<file path="config.mk">
export PLATFORM = sky130hd
export DESIGN_NAME = ram_arbiter
export DESIGN_NICKNAME = d
export VERILOG_FILES = /design/src/rtl/ram_arb_pkg.sv /design/src/rtl/ram_arbiter_tag_pipe.sv /design/src/rtl/ram_arbiter.sv
export SDC_FILE = /design/constraint.sdc
export NUM_CORES = 1
export LEC_CHECK = 0
export BUFFER_PORTS_ARGS = -buffer_cell sky130_fd_sc_hd__buf_4
export CAP_MARGIN = 20
export CORE_AREA = 2 2 150 152
export CTS_BUF_LIST = sky130_fd_sc_hd__clkbuf_8
export CTS_CLUSTER_DIAMETER = 120
export DETAILED_ROUTE_END_ITERATION = 12
export DIE_AREA = 0 0 152 154
export GPL_ROUTABILITY_DRIVEN = 0
export PLACE_DENSITY = 0.38
export SYNTH_ARGS = -nofsm -noshare
export SYNTH_HDL_FRONTEND = slang
export SYNTH_SLANG_ARGS = --single-unit
</file>
<file path="constraint.sdc">
create_clock -name clk -period 6.7 [get_ports clk]
set_clock_uncertainty 0.05 [all_clocks]
set_input_delay 1.005 -clock clk [delete_from_list [all_inputs] [get_ports clk]]
set_output_delay 1.005 -clock clk [all_outputs]
set_load 0.1 [all_outputs]
</file>
<file path="src/rtl/ram_arb_pkg.sv">
// Shared types for the RAM arbiter: read-return owner tags and mode FSM states.
package ram_arb_pkg;

   typedef enum logic [1:0] {
      OWN_NONE,
      OWN_BIOS,
      OWN_IF,
      OWN_D
   } owner_t;

   typedef enum logic [1:0] {
      ST_BOOT,
      ST_DRAIN_TO_RUN,
      ST_RUN,
      ST_DRAIN_TO_BOOT
   } arb_state_t;

   localparam logic [3:0] BE_ALL = 4'hF;

endpackage

</file>
<file path="src/rtl/ram_arbiter_tag_pipe.sv">
// Owner-tag delay line: a tag pushed at a grant emerges DEPTH cycles later,
// aligned with the RAM's read data.
module arb_tag_pipe
   import ram_arb_pkg::*;
#(
   parameter int unsigned DEPTH = 1
) (
   input  logic   clk,
   input  logic   rst_n,
   input  owner_t i_tag,
   output owner_t o_tag
);

   owner_t stage [DEPTH];

   always_ff @(posedge clk) begin
      if (!rst_n) begin
         for (int unsigned i = 0; i < DEPTH; i++) begin
            stage[i] <= OWN_NONE;
         end
      end else begin
         stage[0] <= i_tag;
         for (int unsigned i = 1; i < DEPTH; i++) begin
            stage[i] <= stage[i-1];
         end
      end
   end

   assign o_tag = stage[DEPTH-1];

endmodule

</file>
<file path="src/rtl/ram_arbiter.sv">
// Single-port RAM arbiter: BIOS loader owns RAM before boot, then instruction
// and data ports share it round-robin; read data is routed back by owner tag.
module ram_arbiter
   import ram_arb_pkg::*;
#(
   parameter int          ADDR_WIDTH = 32,
   parameter int          DATA_WIDTH = 32,
   parameter int unsigned RD_LATENCY = 1
) (
   input  logic                  clk,
   input  logic                  rst_n,
   input  logic                  i_booted,
   input  logic                  bios_req,
   input  logic                  bios_we,
   input  logic [3:0]            bios_be,
   input  logic [ADDR_WIDTH-1:0] bios_addr,
   input  logic [DATA_WIDTH-1:0] bios_wdata,
   output logic                  bios_gnt,
   output logic                  bios_rvalid,
   output logic [DATA_WIDTH-1:0] bios_rdata,
   input  logic                  if_req,
   input  logic [ADDR_WIDTH-1:0] if_addr,
   output logic                  if_gnt,
   output logic                  if_rvalid,
   output logic [DATA_WIDTH-1:0] if_rdata,
   input  logic                  d_req,
   input  logic                  d_we,
   input  logic [3:0]            d_be,
   input  logic [ADDR_WIDTH-1:0] d_addr,
   input  logic [DATA_WIDTH-1:0] d_wdata,
   output logic                  d_gnt,
   output logic                  d_rvalid,
   output logic [DATA_WIDTH-1:0] d_rdata,
   output logic                  ram_en,
   output logic                  ram_we,
   output logic [3:0]            ram_be,
   output logic [ADDR_WIDTH-1:0] ram_addr,
   output logic [DATA_WIDTH-1:0] ram_wdata,
   input  logic [DATA_WIDTH-1:0] ram_rdata
);

   arb_state_t state;
   logic       last_if;
   logic [2:0] pend;
   logic [2:0] pend_next;
   owner_t     push_tag;
   owner_t     out_tag;

   always_comb begin
      bios_gnt = 1'b0;
      if_gnt   = 1'b0;
      d_gnt    = 1'b0;
      if (rst_n) begin
         case (state)
            ST_BOOT: bios_gnt = bios_req;
            ST_RUN: begin
               if (if_req && d_req) begin
                  if_gnt = ~last_if;
                  d_gnt  = last_if;
               end else begin
                  if_gnt = if_req;
                  d_gnt  = d_req;
               end
            end
            default: ;
         endcase
      end
   end

   always_comb begin
      ram_we    = 1'b0;
      ram_be    = '0;
      ram_addr  = '0;
      ram_wdata = '0;
      push_tag  = OWN_NONE;
      if (bios_gnt) begin
         ram_we    = bios_we;
         ram_be    = bios_be;
         ram_addr  = bios_addr;
         ram_wdata = bios_wdata;
         if (!bios_we) push_tag = OWN_BIOS;
      end else if (if_gnt) begin
         ram_be   = BE_ALL;
         ram_addr = if_addr;
         push_tag = OWN_IF;
      end else if (d_gnt) begin
         ram_we    = d_we;
         ram_be    = d_be;
         ram_addr  = d_addr;
         ram_wdata = d_wdata;
         if (!d_we) push_tag = OWN_D;
      end
   end

   assign ram_en = bios_gnt | if_gnt | d_gnt;

   arb_tag_pipe #(.DEPTH(RD_LATENCY)) u_tag_pipe (
      .clk   (clk),
      .rst_n (rst_n),
      .i_tag (push_tag),
      .o_tag (out_tag)
   );

   always_comb begin
      bios_rvalid = rst_n && (out_tag == OWN_BIOS);
      if_rvalid   = rst_n && (out_tag == OWN_IF);
      d_rvalid    = rst_n && (out_tag == OWN_D);
      bios_rdata  = bios_rvalid ? ram_rdata : '0;
      if_rdata    = if_rvalid   ? ram_rdata : '0;
      d_rdata     = d_rvalid    ? ram_rdata : '0;
   end

   // pend counts reads in the tag pipe; a drain may end in the cycle the last one returns
   assign pend_next = pend + {2'b00, push_tag != OWN_NONE} - {2'b00, out_tag != OWN_NONE};

   always_ff @(posedge clk) begin
      if (!rst_n) begin
         state   <= ST_BOOT;
         last_if <= 1'b1;
         pend    <= '0;
      end else begin
         pend <= pend_next;
         if (if_gnt)     last_if <= 1'b1;
         else if (d_gnt) last_if <= 1'b0;
         case (state)
            ST_BOOT: if (i_booted)  state <= ST_DRAIN_TO_RUN;
            ST_RUN:  if (!i_booted) state <= ST_DRAIN_TO_BOOT;
            // the drain target follows i_booted at exit, so a reversal goes home
            ST_DRAIN_TO_RUN, ST_DRAIN_TO_BOOT:
               if (pend_next == '0) state <= i_booted ? ST_RUN : ST_BOOT;
            default: state <= ST_BOOT;
         endcase
      end
   end

endmodule

</file>
# Word level (Yosys, flattened, before mapping)

Memory sizes are Yosys's and may differ from the RTL's.
Cells that the tools add are included.

Output and inout bits: 172
Register bits: 6
RAM bits: 2
Memories: 1
Bits of input ports: 208

Memories:

| memory           | depth | bits a word | read ports | clocked after memory_dff | wr ports | line                       | source |
|---|---|---|---|---|---|---|---|
| u_tag_pipe.stage | 1     | 2           | 1          | 0                        | 1        | ram_arbiter_tag_pipe.sv:14 | `owner_t stage [DEPTH];` |

Add/sub/neg operators: 2
Reduce and logical (&&, ||, !) cells: 12
Bitwise logic cells: 4
Mux-type cells: 37
Eq/ne operators: 9

Operators with widths:

| operator                                                               | count |
|---|---|
| 32-bit two-way mux                                                     | 9 |
| 2-bit two-way mux                                                      | 9 |
| 1-bit two-way mux                                                      | 15 |
| 4-bit two-way mux                                                      | 3 |
| 2-bit equality test (second input constant)                            | 4 |
| 2-bit != test (second input constant)                                  | 3 |
| 2-bit case mux with 3 select lines                                     | 1 |
| 2-bit OR reduction                                                     | 3 |
| 2-bit by 1-bit equality test with 1-bit output (second input constant) | 2 |
| 1-bit logical AND                                                      | 4 |
| 2-bit nonzero test                                                     | 2 |
| 3-bit by 1-bit adder with 3-bit output                                 | 1 |
| 3-bit logical NOT                                                      | 1 |
| 3-bit AND reduction                                                    | 1 |
| 3-bit by 1-bit subtractor with 3-bit output                            | 1 |
| 2-bit logical NOT                                                      | 1 |
| 1-bit inverter                                                         | 2 |
| 1-bit bitwise OR                                                       | 2 |

# Logic depth before layout (Yosys ltp)

Gate-level depths: netlist of run 1.

Depth in word-level cells: 13
Gate-level depth with buffers: 12

# By module

From an unflattened synthesis of run 1, not the netlist that was laid out.

Cell total of the unflattened synthesis: 285
Area total of the unflattened synthesis: 2093.3 um2

Modules (own cells, without submodules):

| module       | area an instance (um2) | instances | cells an instance |
|---|---|---|---|
| ram_arbiter  | 2040.7                 | 1         | 281 |
| arb_tag_pipe | 52.6                   | 1         | 4 |

# Least setup slack after synthesis of run 1

No wires, ideal clock.

Path kind: input-to-output
Start: input port if_req
End: output port ram_be[0]
Buffers on the path: 1
Slack: 2.498 ns
Cell stages on the path: 4
Data arrival time: 3.147 ns
Path through: and3b_1 > clkbuf_1 > nand2_1 > a31oi_1

Cells in the longest elaborated chain, start to end: 7

RTL lines:

| item                | line              | source |
|---|---|---|
| from (decl)         | ram_arbiter.sv:21 | `input logic if_req,` |
| 1-bit logical AND   | ram_arbiter.sv:57 | `if (if_req && d_req) begin` |
| 1-bit two-way mux   | ram_arbiter.sv:57 |  |
| 1-bit two-way mux   | ram_arbiter.sv:54 | `case (state)` |
| 1-bit two-way mux   | ram_arbiter.sv:53 | `if (rst_n) begin` |
| 4-bit two-way mux   | ram_arbiter.sv:86 | `end else if (d_gnt) begin` |
| 4-bit two-way mux * | ram_arbiter.sv:82 | `end else if (if_gnt) begin` |
| 4-bit two-way mux * | ram_arbiter.sv:76 | `if (bios_gnt) begin` |
| to (decl)           | ram_arbiter.sv:36 | `output logic [3:0] ram_be,` |

Mark *: on every way between the ends. The rest lies on a longest branch, timed or not.

# Worst setup path in the final report of run 1

Start: input port rst_n
End: output port ram_wdata[24]

Cells in the longest elaborated chain, start to end: 4

RTL lines:

| item                 | line              | source |
|---|---|---|
| from (decl)          | ram_arbiter.sv:11 | `input logic rst_n,` |
| 1-bit two-way mux    | ram_arbiter.sv:53 |  |
| 32-bit two-way mux   | ram_arbiter.sv:86 |  |
| 32-bit two-way mux   | ram_arbiter.sv:82 |  |
| 32-bit two-way mux * | ram_arbiter.sv:76 |  |
| to (decl)            | ram_arbiter.sv:38 | `output logic [DATA_WIDTH-1:0] ram_wdata,` |

Marks and branches as above.

==> summary.md, run 1 <==
| Metric | Value |
|---|---|
| CTS Hold Buffers Added | `0` |
| P&R area growth vs syn | `152%` |
| Die height | `154 um` |
| Final setup fails | `0` |
| Htree depth | `1` |
| # fillers | `2387` |
| Drt wl/cell | `16.8 um` |
| Final worst path period need | `4.07 ns` |
| Pwr/cell area | `194 nW/um2` |
| Switching share of total power | `66.2%` |
| WP data required | `5.64 ns` |
| Total grt overflow | `0` |
| Clock buffer count from CTS | `3` |
| Endpoint class of the critical path | `output pin` |
| TritonCTS clock tree | `built` |
| Count of different cell masters after synthesis | `32` |
| Pre-CTS WS | `2.42 ns` |
| Core area | `21700 um2` |
| Via density | `4.01` |
| Crit Path Class | `in -> out` |
| Via count | `3692` |
| Fin Setup TNS | `0 ns` |
| Net Sw Power | `0.674 mW` |
| Synth Cell Area | `2080 um2` |
| Top cells by area, synth | `and2_1, a221o_1, a22o_1` |
| I/O pin cnt | `380` |
| WL met3 | `1010 um` |
| Relative slew slack | `31.7%` |
| Combinational share of power | `87.1%` |
| Flop pwr share | `7.0%` |
| Post-Syn Nets | `494` |
| RSZ-0062 raised after global routing | `no` |
| Final setup margin | `2.63 ns` |
| Max Root-Sink Buffers | `2` |
| Layout cells sized above 1 | `61.8%` |
| Final hold slack | `0.486 ns` |
| HP Class | `reg -> reg` |
| Synth Instances | `283` |
| Area share of the largest cell type after synthesis | `29.2%` |
| DRC violations left | `0` |
| Worst Path Arrival | `3.02 ns` |
| Commonest cells after routing, fill and taps aside | `buf_4, and2_1, and3_1, a22o_1, a221o_1` |
| Clock share of power | `5.9%` |
| IO buf count | `379` |
| M1 WL | `5450 um` |
| DRT iter0 DRCs | `174` |
| CTS root buffer | `clkbuf_8` |
| Routed Antenna Nets | `0` |
| P_leak | `2.93 nW` |
| Worst slew pin tran | `1.02 ns` |
| Crit share post-route | `60.8%` |
| Max Used Layer | `met4` |
| Postcts setup bufs | `0` |
| Number of iterations in the first detailed-routing pass | `4` |
| Max Cap Viol | `0` |
| Status | `finished clean` |
| Initial antenna violation count | `1` |
| Worst vdd ir | `0.118 mV` |
| Vias in the first global route | `3891` |
| Starting Density | `9.59%` |
| HPWL after DPL | `13100 um` |
| FP Rows | `54` |
| Maximum clock rate | `246 MHz` |
| First-pass GRT wire length | `22300 um` |
| Internal power | `0.343 mW` |
| Die Width | `152 um` |
| Post-synthesis register bit count | `8` |
| Clock transition at the registers of the reported paths | `0.04 ns` |
| Pin count of the biggest net entering global routing | `57` |
| Post-cts sizing count | `0` |
| Final wirelength | `15500 um` |
| CP startpoint kind | `input pin` |
| Syn_area_per_cell | `7.35 um2` |
| Global Route Usage Sum | `12.0%` |
| Cell taking the most area after synthesis | `and2_1` |
| Met2 routed WL | `8880 um` |
| Nets@finish | `852` |
| Slew Limit Fails | `0` |
| Worst-skew pair later-pin latency | `0.23 ns` |
| Ys Warns | `0` |
| Final Hold Viols | `0` |
| Design Power | `1.02 mW` |
| Most common cell after layout, fill and taps aside | `buf_4` |
| CP max FO | `54` |
| CTS Sinks | `8` |
| Die area | `23400 um2` |
| Seq/Total Area, Yosys | `7.70%` |
[cell usage after synthesis, drive strengths merged]
library cell	count
and2	97
nand3	2
dfxtp	8
ha	2
or2	1
o211ai	1
nor2	6
a22o	33
buf	14
a21boi	1
and4b	1
o21ai	2
a31oi	4
nor2b	2
nand2b	1
and3	33
o221a	1
mux2i	1
and3b	3
inv	6
clkbuf	18
nand4	4
nand4bb	1
xor2	1
fa	1
xnor3	1
o22ai	1
nand2	5
a221o	32
[final timing paths]
check	start	endpoint	slack, ns	depth (start not counted)
worst max register to register	state[0]	flip-flop	3.64	10
worst min-delay path	flip-flop	flip-flop	0.49	2
worst min register to register	flip-flop	flip-flop	0.49	2
worst max-delay path	rst_n	ram_wdata[24]	2.63	6
[layout make-up]
type / count / area, um2 / area share [%]
multi-input cells: 237 / 1740 / 33.3
diodes: 1 / 2.50 / 0.0477
inverters: 6 / 22.5 / 0.430
repair buffers: 385 / 2920 / 55.7
clock buffers: 3 / 41.3 / 0.788
flip-flops and latches: 8 / 160 / 3.05
well taps: 280 / 350 / 6.68
[worst max-delay path, stage by stage]
cell and delay, ns:
buf_4 0.19, nand4bb_1 0.46, inv_2 0.44, buf_12 0.28, a22o_1 0.25, buf_4 0.32
[per-layer routing]
layer,global-route usage (%),vias up
met3,3.30,12
met5,0,-
li1,-,1762
met2,24.2,167
met4,2.00,0
met1,12.3,1751
[cell families (layout without fill, tap and decap cells)]
logic type	count (synthesis)	count (layout)	synth area share, %
compound gates	75	75	32.7
xor+xnor	2	2	1.50
fa+ha+maj	3	3	2.16
buf+inv	38	394	8.60
flops	8	8	7.70
mux	1	1	0.481
other cells	0	1	0
simple gates	156	156	46.8
[per-stage QoR]
step	instances	cell area, um2	util [%]
2_1_floorplan	283	2080	-
3_3_place_gp	912	5140	23.7
3_5_place_dp	913	5160	23.8
4_1_cts	916	5200	24.0
5_1_grt	920	5240	24.2
6_report	920	5240	24.2
[power groups by stage]
stage / sequential [mW] / clock (mW) / combinational, mW
after floorplan: 0.0676 / 0 / 0.648
after global placement: 0.0728 / 0 / 0.881
after detailed placement: 0.0726 / 0 / 0.888
after CTS: 0.0719 / 0.0634 / 0.889
after global routing: 0.0732 / 0.0652 / 0.917
final: 0.0710 / 0.0603 / 0.886
Power figures use the tool's default switching activity.
==> run 2: changes to the inputs <==
--- a/config.mk
+++ b/config.mk
@@ -7,13 +7,13 @@
 export LEC_CHECK = 0
 export BUFFER_PORTS_ARGS = -buffer_cell sky130_fd_sc_hd__buf_4
 export CAP_MARGIN = 20
-export CORE_AREA = 2 2 150 152
+export CORE_AREA = 2 2 146 148
 export CTS_BUF_LIST = sky130_fd_sc_hd__clkbuf_8
 export CTS_CLUSTER_DIAMETER = 120
 export DETAILED_ROUTE_END_ITERATION = 12
-export DIE_AREA = 0 0 152 154
+export DIE_AREA = 0 0 148 150
 export GPL_ROUTABILITY_DRIVEN = 0
-export PLACE_DENSITY = 0.38
+export PLACE_DENSITY = 0.4
 export SYNTH_ARGS = -nofsm -noshare
 export SYNTH_HDL_FRONTEND = slang
 export SYNTH_SLANG_ARGS = --single-unit
==> constraint.sdc (replaced) <==
create_clock -name clk -period 3.4 [get_ports clk]
set_clock_uncertainty 0.05 [all_clocks]
set_input_delay 0.51 -clock clk [delete_from_list [all_inputs] [get_ports clk]]
set_output_delay 0.51 -clock clk [all_outputs]
set_load 0.1 [all_outputs]
==> run 2 against run 1 <==
Compared with the run above:
- register-to-register slack worse by 3.1 ns
- cell count up 0.33%
- core utilization is 1.4 points higher
- final area grew 0.86%
- sequential power is 96% higher
- clock power up 87%
- routed wire length decreased by 1.9%
- sequential share of layout area is essentially flat
- power increased by 98%
- critical path type is now reg -> reg
- highest routed layer is now met5
==> summary.md, run 2 (synthesis results as in run 1) <==
| Metric | Value |
|---|---|
| First-pass GRT wire length | `21100 um (-5.4%)` |
| Slew Limit Fails | `0 (unchanged)` |
| Routed Antenna Nets | `0 (unchanged)` |
| Pwr/cell area | `382 nW/um2 (+97%)` |
| Hold Path End | `u_tag_pipe.stage[0][0]` |
| Final wirelength | `15200 um (-1.9%)` |
| Hold Path Stages | `2 (unchanged)` |
| Reg2reg path depth | `11 (+1)` |
| Most common cell after layout, fill and taps aside | `buf_4` |
| TritonCTS clock tree | `built` |
| Crit share post-route | `83.7%` |
| Initial antenna violation count | `2 (+1)` |
| RSZ-0062 raised after global routing | `no` |
| Htree depth | `1 (unchanged)` |
| Met1 usage | `14.2% (+1.9 points)` |
| CTS Hold Buffers Added | `0 (unchanged)` |
| Vias in the first global route | `3512 (-9.7%)` |
| Drt wl/cell | `16.5 um (-2.2%)` |
| # fillers | `2313 (-3.1%)` |
| Global Route Usage Sum | `12.2% (+0.22 points)` |
| IO buf count | `379 (unchanged)` |
| Max Root-Sink Buffers | `2 (unchanged)` |
| DRC violations left | `0 (unchanged)` |
| P_leak | `2.97 nW (+1.4%)` |
| Worst Min Path Start | `d_we` |
| I/O pin cnt | `380 (unchanged)` |
| HP Class | `in -> reg` |
| DP Area | `5240 um2 (+1.7%)` |
| FP Rows | `53 (-1.9%)` |
| Worst slew pin tran | `0.557 ns (-0.467 ns)` |
| HPWL after DPL | `13100 um (-0.28%)` |
| Max Cap Viol | `0 (unchanged)` |
| P&R area growth vs syn | `154%` |
| Post-cts sizing count | `0 (unchanged)` |
| Reg-to-reg slack, setup | `0.56 ns (-3.08 ns)` |
| Worst Path Arrival | `2.95 ns (-0.07 ns)` |
| Final setup fails | `0 (unchanged)` |
| Endpoint class of the critical path | `flip-flop` |
| Number of iterations in the first detailed-routing pass | `6 (+2)` |
| Crit Path Class | `reg -> reg` |
| CTS Sinks | `8 (unchanged)` |
| Clock transition at the registers of the reported paths | `0.04 ns (about the same)` |
| Worst path max stage delay | `0.41 ns (-0.05 ns)` |
| Via density | `3.97 (-1.0%)` |
| DRT iter0 DRCs | `147 (-16%)` |
| Final Hold Viols | `0 (unchanged)` |
| Final worst path period need | `2.84 ns` |
| Grt met2 use | `22.5% (-1.6 points)` |
| Clock buffer count from CTS | `3 (unchanged)` |
| Worst-skew pair later-pin latency | `0.22 ns (about the same)` |
| Slowest CP cell | `dfxtp_1` |
| CP cell instances | `and3b_1, nand3_4, o221a_2, ha_1, inv_1, ha_1, inv_1, fa_1, xnor3_1, and4b_1, mux2i_1` |
| WP data required | `3.50 ns (-2.14 ns)` |
| Worst vdd ir | `0.172 mV (+46%)` |
| Total grt overflow | `0 (unchanged)` |
| Layer with the highest usage | `met2` |
| CP startpoint kind | `flip-flop` |
| Nets@finish | `860 (+0.94%)` |
| Fin Setup TNS | `0 ns (unchanged)` |
| Commonest cells after routing, fill and taps aside | `buf_4, and2_1, and3_1, a22o_1, a221o_1` |
| Status | `finished clean` |
| Relative slew slack | `62.8% (+31 points)` |
| Core area | `20700 um2 (-4.6%)` |
| M3 GR Usage | `3.32% (+0.026 points)` |
| Design Area, Final | `5290 um2 (+0.86%)` |
| Pin count of the biggest net entering global routing | `58 (+1.8%)` |
| Design Power | `2.02 mW (+98%)` |
| CTS root buffer | `clkbuf_8` |
| Register Area | `160 um2 (unchanged)` |
| Die area | `22200 um2 (-5.2%)` |
| CP max FO | `6 (-89%)` |
| Final hold slack | `0.447 ns (-0.0390 ns)` |
| Starting Density | `10.1% (+0.46 points)` |
| Via count | `3666 (-0.70%)` |
| Multi-input gate area | `1740 um2 (-0.14%)` |
| Maximum clock rate | `352 MHz` |
| Postcts setup bufs | `0 (unchanged)` |
| Die height | `150 um (-2.6%)` |
| Layout cells sized above 1 | `62.1% (+0.32 points)` |
| Die Width | `148 um (-2.6%)` |
| Fin util | `25.6% (+1.4 points)` |
## run 2: worst max-delay path by stage
stage | to | slack, ns | startpoint | cells after the start
after floorplan | ram_be[0] | 0.19 | if_req | 4
final | flip-flop | 0.56 | flip-flop | 11
after global placement | flip-flop | 0.46 | d_req | 12
after CTS | flip-flop | 0.56 | flip-flop | 11
after global routing | flip-flop | 0.38 | flip-flop | 11
after detailed placement | flip-flop | 0.41 | d_req | 12
## run 2: area by class of cell
cell class / count / share of cell area, %
repair buffers: 393 / 56.3
multi-input cells: 237 / 32.9
well taps: 275 / 6.51
flip-flops and latches: 8 / 3.03
clock buffers: 3 / 0.781
inverters: 6 / 0.426
diodes: 1 / 0.0473
## run 2: critical path, delay by kind of cell, from the launching register on
family,cells,cell delay (ns)
buffers and inverters,2,0.11
flip-flops,1,0.41
adder cells (fa/ha/maj),3,0.80
multiplexers,1,0.19
AND/OR/NAND/NOR,3,0.73
XOR/XNOR,1,0.22
AO/OA/AOI/OAI,1,0.27
## run 2: metrics by stage
stage                     instances  setup slack (ns)
final                           923             0.555
after global routing            923             0.379
after CTS                       922             0.562
after detailed placement        919             0.411
after global placement          919             0.457
after floorplan                 283             0.188
## run 2: where the power goes
group | internal, mW | total, mW | switching (mW) | leakage, nW
Combinational | 0.498 | 1.77 | 1.27 | 2.88
Sequential | 0.119 | 0.139 | 0.0195 | 0.0655
Clock | 0.0767 | 0.113 | 0.0367 | 0.0216
Total | 0.693 | 2.02 | 1.33 | 2.97
## run 2: routing by layer
metal / vias up / part of all wire [%] / wire, um
met3: 16 / 6.9 / 1050
met2: 163 / 53 / 8120
met5: - / 0.066 / 10
li1: 1775 / - / -
met1: 1710 / 38 / 5850
met4: 2 / 1.1 / 163
